[config.mk]
export PLATFORM = sky130hd
export DESIGN_NAME = arbiter_rr_multi_flat
export DESIGN_NICKNAME = d
export VERILOG_FILES = /design/src/rtl/arbiter_rr_multi_if.sv /design/src/rtl/arbiter_rr_multi.sv /design/src/flat_wrapper.sv
export SDC_FILE = /design/constraint.sdc
export NUM_CORES = 1
export LEC_CHECK = 0
export CAP_MARGIN = 20
export CORE_MARGIN = 2
export CORE_UTILIZATION = 39
export CTS_BUF_LIST = sky130_fd_sc_hd__clkbuf_2 sky130_fd_sc_hd__clkbuf_4 sky130_fd_sc_hd__clkbuf_8
export DETAILED_ROUTE_END_ITERATION = 6
export GPL_TIMING_DRIVEN = 0
export PLACE_DENSITY = 0.88
export SETUP_SLACK_MARGIN = 0.2
export SYNTH_ARGS = -nofsm -noshare
export SYNTH_HDL_FRONTEND = slang
export SYNTH_SLANG_ARGS = --single-unit
[constraint.sdc]
create_clock -name clk -period 5.1 [get_ports clk]
set_clock_uncertainty 0.1 [all_clocks]
set_input_delay 0.765 -clock clk [delete_from_list [all_inputs] [get_ports clk]]
set_output_delay 0.765 -clock clk [all_outputs]
set_load 0.02 [all_outputs]
[src/rtl/arbiter_rr_multi_if.sv]
// Command-merge bus between the request sources, the maintenance requesters
// and the DRAM command FSM. The arbiter uses the master modport; the
// surrounding environment uses the slave modport.
interface arbiter_rr_multi_if #(
    parameter int NUM_SRC = 4,
    parameter int ADDR_W  = 32,
    parameter int CMD_W   = 3
);
    localparam int SRC_W = (NUM_SRC > 1) ? $clog2(NUM_SRC) : 1;

    logic [NUM_SRC-1:0]        src_valid;
    logic [NUM_SRC*CMD_W-1:0]  src_cmd;
    logic [NUM_SRC*ADDR_W-1:0] src_addr;
    logic [NUM_SRC-1:0]        src_pop;
    logic                      refresh_req;
    logic                      refresh_ack;
    logic                      scrub_req;
    logic                      scrub_ack;
    logic                      out_valid;
    logic [CMD_W-1:0]          out_cmd;
    logic [ADDR_W-1:0]         out_addr;
    logic [SRC_W-1:0]          out_src;
    logic                      out_ready;

    modport master (
        input  src_valid, src_cmd, src_addr, refresh_req, scrub_req, out_ready,
        output src_pop, refresh_ack, scrub_ack, out_valid, out_cmd, out_addr, out_src
    );

    modport slave (
        output src_valid, src_cmd, src_addr, refresh_req, scrub_req, out_ready,
        input  src_pop, refresh_ack, scrub_ack, out_valid, out_cmd, out_addr, out_src
    );
endinterface

[src/rtl/arbiter_rr_multi.sv]
// Multi-source DRAM command arbiter. Refresh always wins, scrub wins when
// the FIFOs are idle or after it has been bypassed SCRUB_MAX_WAIT times,
// otherwise the FIFO sources share the slot round-robin. A single output
// register reloads in the same cycle it is accepted, so a steady stream
// flows at one command per clock with no bubble.
module arbiter_rr_multi #(
    parameter int               NUM_SRC        = 4,
    parameter int               ADDR_W         = 32,
    parameter int               CMD_W          = 3,
    parameter int               SCRUB_MAX_WAIT = 16,
    parameter logic [CMD_W-1:0] CMD_NOP        = 3'd0,
    parameter logic [CMD_W-1:0] CMD_REFRESH    = 3'd3,
    parameter logic [CMD_W-1:0] CMD_SCRUB      = 3'd4
) (
    input  logic                       clk,
    input  logic                       rst,
    arbiter_rr_multi_if.master         bus
);
    localparam int SRC_W = (NUM_SRC > 1) ? $clog2(NUM_SRC) : 1;
    localparam int AGE_W = $clog2(SCRUB_MAX_WAIT + 1);
    localparam logic [AGE_W-1:0] AGE_MAX  = AGE_W'(SCRUB_MAX_WAIT);
    localparam logic [SRC_W-1:0] LAST_SRC = SRC_W'(NUM_SRC - 1);

    logic               outValid_q, outValid_d;
    logic [CMD_W-1:0]   outCmd_q,   outCmd_d;
    logic [ADDR_W-1:0]  outAddr_q,  outAddr_d;
    logic [SRC_W-1:0]   outSrc_q,   outSrc_d;
    logic [SRC_W-1:0]   rrPtr_q,    rrPtr_d;
    logic [AGE_W-1:0]   scrubAge_q, scrubAge_d;

    logic               load;
    logic               anyValid;
    logic [SRC_W-1:0]   winIdx;
    logic [NUM_SRC-1:0] srcPop;
    logic               refreshAck;
    logic               scrubAck;

    // First valid source at or after the pointer, wrapping past the last index.
    function automatic logic [SRC_W-1:0] pickWinner(input logic [NUM_SRC-1:0] valid,
                                                    input logic [SRC_W-1:0]   ptr);
        logic [SRC_W-1:0] win;
        logic             found;
        int               idx;
        win   = '0;
        found = 1'b0;
        for (int k = 0; k < NUM_SRC; k++) begin
            idx = (int'(ptr) + k) % NUM_SRC;
            if (!found && valid[idx]) begin
                win   = idx[SRC_W-1:0];
                found = 1'b1;
            end
        end
        return win;
    endfunction

    assign anyValid = |bus.src_valid;
    assign winIdx   = pickWinner(bus.src_valid, rrPtr_q);
    assign load     = !outValid_q || bus.out_ready;

    // Choose what the output register takes next and who gets the pop/ack.
    always_comb begin
        outValid_d = outValid_q;
        outCmd_d   = outCmd_q;
        outAddr_d  = outAddr_q;
        outSrc_d   = outSrc_q;
        rrPtr_d    = rrPtr_q;
        scrubAge_d = scrubAge_q;
        srcPop     = '0;
        refreshAck = 1'b0;
        scrubAck   = 1'b0;
        if (load) begin
            if (bus.refresh_req) begin
                outValid_d = 1'b1;
                outCmd_d   = CMD_REFRESH;
                outAddr_d  = '0;
                outSrc_d   = '0;
                refreshAck = 1'b1;
            end else if (bus.scrub_req && (!anyValid || scrubAge_q == AGE_MAX)) begin
                outValid_d = 1'b1;
                outCmd_d   = CMD_SCRUB;
                outAddr_d  = '0;
                outSrc_d   = '0;
                scrubAck   = 1'b1;
                scrubAge_d = '0;
            end else if (anyValid) begin
                outValid_d     = 1'b1;
                outCmd_d       = bus.src_cmd[winIdx*CMD_W +: CMD_W];
                outAddr_d      = bus.src_addr[winIdx*ADDR_W +: ADDR_W];
                outSrc_d       = winIdx;
                srcPop[winIdx] = 1'b1;
                rrPtr_d        = (winIdx == LAST_SRC) ? '0 : winIdx + SRC_W'(1);
                if (bus.scrub_req && scrubAge_q != AGE_MAX) begin
                    scrubAge_d = scrubAge_q + AGE_W'(1);
                end
            end else begin
                outValid_d = 1'b0;
                outCmd_d   = CMD_NOP;
            end
        end
        if (!bus.scrub_req) begin
            scrubAge_d = '0;
        end
        if (rst) begin
            srcPop     = '0;
            refreshAck = 1'b0;
            scrubAck   = 1'b0;
        end
    end

    // Output register, round-robin pointer and scrub age, all cleared by reset.
    always_ff @(posedge clk) begin
        if (rst) begin
            outValid_q <= 1'b0;
            outCmd_q   <= CMD_NOP;
            outAddr_q  <= '0;
            outSrc_q   <= '0;
            rrPtr_q    <= '0;
            scrubAge_q <= '0;
        end else begin
            outValid_q <= outValid_d;
            outCmd_q   <= outCmd_d;
            outAddr_q  <= outAddr_d;
            outSrc_q   <= outSrc_d;
            rrPtr_q    <= rrPtr_d;
            scrubAge_q <= scrubAge_d;
        end
    end

    assign bus.src_pop     = srcPop;
    assign bus.refresh_ack = refreshAck;
    assign bus.scrub_ack   = scrubAck;
    assign bus.out_valid   = outValid_q;
    assign bus.out_cmd     = outCmd_q;
    assign bus.out_addr    = outAddr_q;
    assign bus.out_src     = outSrc_q;
endmodule

[src/flat_wrapper.sv]
// flat-port wrapper written by rule: the top's interface ports become plain ports
module arbiter_rr_multi_flat 
#(
    parameter int               NUM_SRC        = 4,
    parameter int               ADDR_W         = 32,
    parameter int               CMD_W          = 3,
    parameter int               SCRUB_MAX_WAIT = 16,
    parameter logic [CMD_W-1:0] CMD_NOP        = 3'd0,
    parameter logic [CMD_W-1:0] CMD_REFRESH    = 3'd3,
    parameter logic [CMD_W-1:0] CMD_SCRUB      = 3'd4
)
  (clk, rst, bus_src_valid, bus_src_cmd, bus_src_addr, bus_refresh_req, bus_scrub_req, bus_out_ready, bus_src_pop, bus_refresh_ack, bus_scrub_ack, bus_out_valid, bus_out_cmd, bus_out_addr, bus_out_src);
  arbiter_rr_multi_if #(.NUM_SRC(NUM_SRC), .ADDR_W(ADDR_W), .CMD_W(CMD_W)) bus_i ();
  input  logic clk;
  input  logic rst;
  input wire logic [$bits(bus_i.src_valid)-1:0] bus_src_valid;
  input wire logic [$bits(bus_i.src_cmd)-1:0] bus_src_cmd;
  input wire logic [$bits(bus_i.src_addr)-1:0] bus_src_addr;
  input wire logic [$bits(bus_i.refresh_req)-1:0] bus_refresh_req;
  input wire logic [$bits(bus_i.scrub_req)-1:0] bus_scrub_req;
  input wire logic [$bits(bus_i.out_ready)-1:0] bus_out_ready;
  output wire logic [$bits(bus_i.src_pop)-1:0] bus_src_pop;
  output wire logic [$bits(bus_i.refresh_ack)-1:0] bus_refresh_ack;
  output wire logic [$bits(bus_i.scrub_ack)-1:0] bus_scrub_ack;
  output wire logic [$bits(bus_i.out_valid)-1:0] bus_out_valid;
  output wire logic [$bits(bus_i.out_cmd)-1:0] bus_out_cmd;
  output wire logic [$bits(bus_i.out_addr)-1:0] bus_out_addr;
  output wire logic [$bits(bus_i.out_src)-1:0] bus_out_src;
  assign bus_i.src_valid = bus_src_valid;
  assign bus_i.src_cmd = bus_src_cmd;
  assign bus_i.src_addr = bus_src_addr;
  assign bus_i.refresh_req = bus_refresh_req;
  assign bus_i.scrub_req = bus_scrub_req;
  assign bus_i.out_ready = bus_out_ready;
  assign bus_src_pop = bus_i.src_pop;
  assign bus_refresh_ack = bus_i.refresh_ack;
  assign bus_scrub_ack = bus_i.scrub_ack;
  assign bus_out_valid = bus_i.out_valid;
  assign bus_out_cmd = bus_i.out_cmd;
  assign bus_out_addr = bus_i.out_addr;
  assign bus_out_src = bus_i.out_src;
  arbiter_rr_multi #(.NUM_SRC(NUM_SRC), .ADDR_W(ADDR_W), .CMD_W(CMD_W), .SCRUB_MAX_WAIT(SCRUB_MAX_WAIT), .CMD_NOP(CMD_NOP), .CMD_REFRESH(CMD_REFRESH), .CMD_SCRUB(CMD_SCRUB)) u_core (.clk(clk), .rst(rst), .bus(bus_i));
endmodule
[After elaboration in Yosys (flattened, before gate mapping)]
Index checks and enable logic that the tools add are counted.
Storage, ports and cells
  register bits: 45
  output and inout port bits: 44
  logic and storage cells: 101
Operators by class
  add/sub/neg operators: 5
  $mul: 1
  order comparisons: 6
  equal/unequal tests: 3
  shift-type cells: 2
  muxes and demuxes: 48
  bitwise logic cells: 6
  reductions and logical operators: 24
Operators by type and width (count)
  indexed part select 128 x 8 -> 32 bit: 1
  two-way mux 32 bit: 3
  two-way mux 1 bit: 21
  two-way mux 4 bit: 5
  two-way mux 2 bit: 8
  two-way mux 5 bit: 3
  less-than comparator 3 x 4 -> 1 bit (second input constant): 3
  indexed part select 12 x 5 -> 3 bit: 1
  two-way mux 3 bit: 3
  binary-select mux 1 bit (select 2 bit): 4
  AND reduction 4 bit: 2
  OR reduction 2 bit: 4
  logical AND 1 bit: 6
  less-than comparator 2 x 3 -> 1 bit (second input constant): 2
  adder 5 x 1 -> 5 bit (second input constant): 1
  equality test 5 bit (second input constant): 1
  zero test 1 bit: 5
  != test 5 bit (second input constant): 1
  adder 2 x 1 -> 2 bit (second input constant): 2
  adder 2 bit (second input constant): 2
  multiplier 2 x 2 -> 4 bit (second input constant): 1
  nonzero test 2 bit: 2
  OR reduction 4 bit: 1
  bitwise AND 1 bit (first input constant): 3
  7 further kinds: 10

[Logic depth before layout (Yosys ltp)]
Gate-level depths: netlist of the first run.
  depth after elaboration: 23
  mapped depth: 8
  gate-level depth less buffers: 7

[Worst setup path after synthesis of the first run]
Ideal clock, no wire load.
  path kind: input -> output
  from: input bus_out_ready
  to: output bus_src_pop[2]
  arrival time: 2.199 ns
  data required time: 4.235 ns
  setup slack: 2.036 ns
  cell stages on the path: 7
  path buffers: 2
  path through: nor2b_1 -> buf_2 -> a2111oi_4 -> and2b_4 -> nand2_2 -> buf_2 -> nor2_1
On the way
  cells in the longest elaborated chain, start to end: 3
Ends and longest elaborated chain
  start, declared: RTL line flat_wrapper.sv:21  | input wire logic [$bits(bus_i.out_ready)-1:0] bus_out_ready;
  logical OR 1 bit: RTL line arbiter_rr_multi.sv:58  | assign load = !outValid_q || bus.out_ready;
  two-way mux 4 bit: RTL line arbiter_rr_multi.sv:71  | if (load) begin
  two-way mux 4 bit: RTL line arbiter_rr_multi.sv:103  | if (rst) begin
  end, declared: RTL line flat_wrapper.sv:22  | output wire logic [$bits(bus_i.src_pop)-1:0] bus_src_pop;
Every way passes these cells.

[Worst setup path after layout of the first run]
  from: input bus_src_valid[2]
  to: output bus_src_pop[1]
On the way
  cells in the longest elaborated chain, start to end: 21
  elaborated cells between the ends (all ways): 38
  those cells by class: order compare (2); mux (25); reduce/logical (11)
Ends and longest elaborated chain
  start, declared: RTL line flat_wrapper.sv:16  | input wire logic [$bits(bus_i.src_valid)-1:0] bus_src_valid;
  binary-select mux 1 bit (select 2 bit): RTL line arbiter_rr_multi.sv:48  | if (!found && valid[idx]) begin
  two-way mux 1 bit (not written as such): RTL line arbiter_rr_multi.sv:48
  two-way mux 1 bit: RTL line arbiter_rr_multi.sv:48
  zero test 1 bit: RTL line arbiter_rr_multi.sv:48
  logical AND 1 bit: RTL line arbiter_rr_multi.sv:48
  two-way mux 1 bit: RTL line arbiter_rr_multi.sv:48
  zero test 1 bit: RTL line arbiter_rr_multi.sv:48
  logical AND 1 bit: RTL line arbiter_rr_multi.sv:48
  [5 not listed]
  logical AND 1 bit (not written as such): RTL line arbiter_rr_multi.sv:90  | srcPop[winIdx] = 1'b1;
  two-way mux 1 bit (not written as such): RTL line arbiter_rr_multi.sv:90
  demux 1 bit (select 2 bit)
  two-way mux 4 bit: RTL line arbiter_rr_multi.sv:85  | end else if (anyValid) begin
  two-way mux 4 bit *: RTL line arbiter_rr_multi.sv:78  | end else if (bus.scrub_req && (!anyValid || scrubAge_q == AGE_MAX)) begin
  two-way mux 4 bit *: RTL line arbiter_rr_multi.sv:72  | if (bus.refresh_req) begin
  two-way mux 4 bit *: RTL line arbiter_rr_multi.sv:71
  two-way mux 4 bit *: RTL line arbiter_rr_multi.sv:103
Every way passes the cells marked *; elsewhere a longest branch is shown, timed or not. The select of a mux whose other input is x is not followed.

==> results of run 1 <==
## critical path: cells and delay by family
| family | cells | cell delay [ns] |
|---|---|---|
| simple gates | 3 | 0.51 |
| buf+inv | 3 | 1.50 |
| compound gates | 2 | 0.61 |
## power breakdown
| part | total, mW | internal, mW | leakage [nW] | switching [mW] |
|---|---|---|---|---|
| Clock | 0.231 | 0.113 | 0.0477 | 0.118 |
| Sequential | 0.397 | 0.379 | 0.368 | 0.0174 |
| Combinational | 0.420 | 0.241 | 1.63 | 0.179 |
| Total | 1.05 | 0.733 | 2.04 | 0.314 |
## metrics by stage
step / hold slack [ns] / std cells
after floorplan: 0.3620 / 286
after global placement: 0.3432 / 574
after detailed placement: 0.3477 / 574
after CTS: 0.3710 / 581
after global routing: 0.3984 / 581
final: 0.3738 / 581
## area by class of cell
cell class / instances / area [um2]
Clock buffer: 7 / 90.09
Multi-Input combinational cell: 217 / 1710
Buffer: 20 / 156.4
Sequential cell: 45 / 900.9
Tap cell: 96 / 120.1
Inverter: 4 / 15.01
Timing Repair Buffer: 192 / 1922
Fill cell: 541 / 1917
## sequential cells by signal (all words and copies together), names as in the netlist
register,cells
u_core.bus.out_src,2
u_core.scrubAge_q,5
u_core.bus.out_valid,1
u_core.rrPtr_q,2
u_core.bus.out_addr,32
u_core.bus.out_cmd,3
## synthesized netlist by cell type, types with 3 or more instances
cell / n / area share
inv_1: 4 / 0.0054
nor3b_1: 3 / 0.0081
nor2b_1: 3 / 0.0067
xor2_1: 3 / 0.0094
mux2_1: 3 / 0.012
a21oi_1: 5 / 0.0090
nor2_1: 17 / 0.023
buf_4: 3 / 0.0081
nand2b_1: 4 / 0.0090
ha_1: 3 / 0.013
a221o_1: 3 / 0.011
buf_2: 8 / 0.014
a22oi_1: 3 / 0.0081
mux2i_1: 66 / 0.24
nand2_1: 38 / 0.051
dfxtp_1: 45 / 0.32
o221ai_1: 32 / 0.10
nand3_1: 5 / 0.0090
buf_6: 8 / 0.032
## worst paths after layout
path	end	slack (ns)	depth (start not counted)
worst max-delay path	bus_src_pop[1]	0.83	8
worst min-delay path	u_core.bus.out_addr[18]	0.37	2
worst max register to register	u_core.bus.out_addr[27]	2.67	8
worst min register to register	u_core.bus.out_addr[18]	0.37	2
## per-layer routing
layer,vias to the layer above,global-route usage,share of wire
met2,125,0.4402,0.52
met5,-,0,0
met1,1426,0.2768,0.40
met3,9,0.05597,0.077
li1,1466,-,-
met4,0,0.04408,0.0064
## kinds of logic (layout without fill, tap and decap cells)
kind of cell | count (synthesis) | count (layout) | share of synthesized area
AO/OA/AOI/OAI | 57 | 57 | 0.1857
XOR/XNOR | 3 | 3 | 0.009444
adder cells (fa/ha/maj) | 3 | 3 | 0.01349
buffers and inverters | 24 | 223 | 0.06160
flip-flops | 45 | 45 | 0.3237
multiplexers | 70 | 70 | 0.2536
AND/OR/NAND/NOR | 84 | 84 | 0.1524
## placed cells by master, fill, tap and decap left out, types with 2 or more instances in the layout
master           instances
nor3b_1                  3
xor2_1                   3
ha_1                     3
a221o_1                  3
nand4_1                  2
buf_2                    8
clkbuf_8                 6
a21oi_1                  5
a22oi_1                  3
mux2i_1                 66
nor2b_1                  3
buf_4                    3
nand3_1                  5
inv_1                    4
clkdlybuf4s50_1        192
o221ai_1                32
dfxtp_1                 45
nand2b_1                 4
mux2_1                   3
nand2_1                 38
nor3_1                   2
buf_6                    8
o21ai_0                  2
nor2_1                  17
==> metrics.txt, run 1 <==
post_cts resized=0; initial drt markers=68; chip width=88.47 um; area delta synth->final=76.62%; Root Buffer=clkbuf_8; routed via count=3026; warnings from Yosys=0; Pwr Density=213.1 nW/um2; first-pass GRT wire length=14460 um; drt via density=5.208; maximum capacitance violations=0; leakage=2.042 nW; Post-Layout Inst Area=4915 um2; Post-synth EDFFs=0; Pins Over Slew Limit=0; Synth Area per Inst=9.730 um2; Synth Cell Area=2783 um2; vias in the first global route=3062; CP Launch Type=primary input; CP required=4.24 ns; Antenna Cells=0; Cell Rows=30; critical path class=in -> out; total power=1.047 mW; Primary FF master, synth=dfxtp_1; min-delay src=u_core.bus.out_addr[18]; Mapped Cells=286; TritonCTS clock tree=built; Slew headroom=0.6014; Tmin final=4.266 ns; DRT Pass-1 Iters=4; gpl congestion=0.7802; antenna violations before repair=0; final WL=9570 um; Synth cell types=46; GRT Residual Overflow=0; CP endpoint kind=output port; largest net degree at the start of global routing=13; Seq/Total Area, Yosys=0.3237; die area=7827 um2; Worst Max-Slew Pin Slew=0.5895 ns; CTS Sinks=45; fmax=234.4 MHz; I/O Pins=193; Max clock buf depth=2; Overall Global Routing Usage=0.2363; wire length per cell=16.47 um; Arr. time, crit path=3.40 ns; Slowest-stage cell, CP=clkdlybuf4s50_1; CP most frequent cell=clkdlybuf4s50_1; Final nets=637; worst-path fanout max=10; H-tree lvl count=2; Final setup viols=0; Worst path max stage delay=0.63 ns; number of buffers created by CTS=5; dpl cell area=4825 um2; Worst Hold Class=reg -> reg; Die Span Y=88.47 um; post-CTS setup buffer count=0; Reg-to-Reg Start=u_core.scrubAge_q[0]; CP Cell Sequence=clkdlybuf4s50_1 -> nor4_2 -> a2111oi_4 -> and2b_4 -> o21ai_4 -> buf_2 -> nor2_1 -> clkdlybuf4s50_1; DRC viols=0; share of cells above drive strength 1=0.08247; Final Hold Viols=0; run status=completed; final core utilization=0.7194; setup tns final=0 ns; later-pin clock latency in the skew report=0.29 ns; clock-pin transition on the worst setup and hold timing paths=0.08 ns; worst setup margin=0.8336 ns; Seq cells post-synth=45; syn_nets=438; pre-CTS setup slack=0.8321 ns; Critical path origin=bus_src_valid[2]; number of routed nets with antenna violations=0; final worst-path cycle share=0.8366; port buffer count=192; core area=6832 um2; fraction of registers with async set/reset=0; VDD IR max=0.1007 mV; hold bufs inserted after CTS=0; unrepaired setup endpoints after global routing=no; initial core utilization=0.4073; post-DP HPWL=7720 um
No activity file was read; power rests on OpenSTA's default activity.
==> run 2: changes to the inputs <==
Settings changed: CORE_UTILIZATION 39 to 33, PLACE_DENSITY 0.88 to 0.79.
Clock period 5.1 ns to 3.8 ns, I/O delays scaled along.
==> run 2 against run 1 <==
Register-to-register slack got worse by 1.1 ns; flip-flop and latch count unchanged; setup slack worse by 0.34 ns; first-iteration DRC count fell by 10%; final area increased by 1.1%; final cell count is 2.1% higher; clock power rose by 44%; core utilization is 11 points lower; non-clock buffer count grew 2; global-route usage shrank 2.5 points; power increased by 37%; critical path type unchanged; largest power group unchanged.
==> metrics.txt, run 2 (same netlist as run 1, synthesis figures left out) <==
worst-path fanout max=8 (-2); Max clock buf depth=2 (unchanged); GRT Residual Overflow=0 (unchanged); vias in the first global route=3078 (+0.52%); wire length per cell=16.90 um (+2.6%); Worst Hold Class=reg -> reg; Slew headroom=0.5758 (-0.02556); sw frac=0.3028 (+0.002871); drt via density=5.128 (-1.5%); CP required=3.13 ns (-1.11 ns); Root Buffer=clkbuf_8; initial drt markers=61 (-10%); part of the power in the clock network=0.232 (+0.011); later-pin clock latency in the skew report=0.29 ns (about the same); number of routed nets with antenna violations=0 (unchanged); port buffer count=192 (unchanged); area delta synth->final=78.64%; CP endpoint kind=output port; commonest non-fill, non-tap cells in the layout=clkdlybuf4s50_1 (186), mux2i_1 (66), dfxtp_1 (45); first-pass GRT wire length=14970 um (+3.5%); fmax=302.0 MHz; Arr. time, crit path=2.64 ns (-0.76 ns); maximum capacitance violations=0 (unchanged); share of cells above drive strength 1=0.09016 (+0.007690); Antenna Cells=0 (unchanged); die area=9182 um2 (+17%); Overall Global Routing Usage=0.2112 (-0.02512); gpl congestion=0.7875 (+0.94%); placed insts=583 (+1.6%); TritonCTS clock tree=built; number of buffers created by CTS=5 (unchanged); Combinational Power Share=0.397 (-0.004); final WL=10020 um (+4.7%); leakage=2.135 nW (+4.5%); worst setup margin=0.4888 ns (-0.3448 ns); Final Hold Viols=0 (unchanged); CTS Sinks=45 (unchanged); Final setup viols=0 (unchanged); Pins Over Slew Limit=0 (unchanged); final core utilization=0.6081 (-0.1114); unrepaired setup endpoints after global routing=no; non-filler cells, final=593 (+2.1%); Die Span Y=95.83 um (+8.3%); largest net degree at the start of global routing=14 (+1); register share of total power=0.371 (-0.008); most common cell after layout, fill and taps aside=clkdlybuf4s50_1; Pint=998.5 uW (+36%); H-tree lvl count=2 (unchanged); critical path class=in -> out; routed via count=3041 (+0.50%); initial core utilization=0.3404 (-0.06695); setup tns final=0 ns (unchanged); Worst Max-Slew Pin Slew=0.6273 ns (+0.03780 ns); Final nets=639 (+0.31%); pre-CTS setup slack=-0.05380 ns (-0.8859 ns); DRT Pass-1 Iters=4 (unchanged); run status=completed; clock-pin transition on the worst setup and hold timing paths=0.09 ns (about the same); Tmin final=3.311 ns; max FFs per register=32 (unchanged); chip width=95.83 um (+8.3%); Pwr Density=288.1 nW/um2 (+35%); I/O Pins=193 (unchanged); hold bufs inserted after CTS=0 (unchanged); VDD IR max=0.1727 mV (+71%); core area=8175 um2 (+20%); Cell Rows=33 (+10%); CP Launch Type=primary input; Hold WS=0.3694 ns (-0.004342 ns); final worst-path cycle share=0.8714; DRC viols=0 (unchanged); antenna violations before repair=0 (unchanged); post-DP HPWL=8101 um (+4.9%); Psw=433.7 uW (+38%)
-- run 2: layout make-up --
cell class              instances  area, um2
flip-flops and latches         45      900.9
clock buffers                   7      96.34
multi-input cells             217       1719
inverters                       4      15.01
well taps                     105      131.4
repair buffers                194       1944
plain buffers                  20      158.9
fillers                       709       3204
clock inverters                 1      5.005
-- run 2: timing repair --
action	4_1_cts	5_1_grt
resized for setup	4	5
cloned	0	0
pin swaps	2	1
setup buffers	2	0
endpoints found under the setup margin	4	4
-- run 2: power groups by stage --
stage,logic [mW],registers (mW),clock network [mW]
finish,0.568,0.532,0.332
global route,0.607,0.536,0.364
CTS,0.574,0.531,0.342
detailed placement,0.569,0.542,0
global placement,0.561,0.540,0
floorplan,0.236,0.581,0
-- run 2: path summary, 6_finish.rpt --
kind,start,slack (ns),to,depth (start not counted)
max,bus_out_ready,0.49,bus_scrub_ack,6
max reg2reg,u_core.scrubAge_q[0],1.53,u_core.bus.out_addr[29],8
min reg2reg,u_core.bus.out_addr[24],0.37,u_core.bus.out_addr[24],2
min,u_core.bus.out_addr[24],0.37,u_core.bus.out_addr[24],2
-- run 2: stage by stage --
step | total power [mW] | instance area, um2
5_1_grt | 1.507 | 4971
2_1_floorplan | 0.8174 | 2783
3_5_place_dp | 1.111 | 4836
3_3_place_gp | 1.102 | 4836
6_report | 1.432 | 4971
4_1_cts | 1.447 | 4959
-- run 2: routing by layer --
layer,GRT usage,part of all wire,up-vias
met3,0.05090,0.069,8
met2,0.3712,0.51,114
met4,0.05476,0.0099,0
li1,-,-,1477
met1,0.2577,0.41,1442
met5,0,0,-
-- run 2: critical path: stages --
cell,delay (ns)
clkdlybuf4s50_1,0.48
nor2b_1,0.04
buf_2,0.17
nor3b_1,0.48
nor3b_1,0.26
clkdlybuf4s50_1,0.64
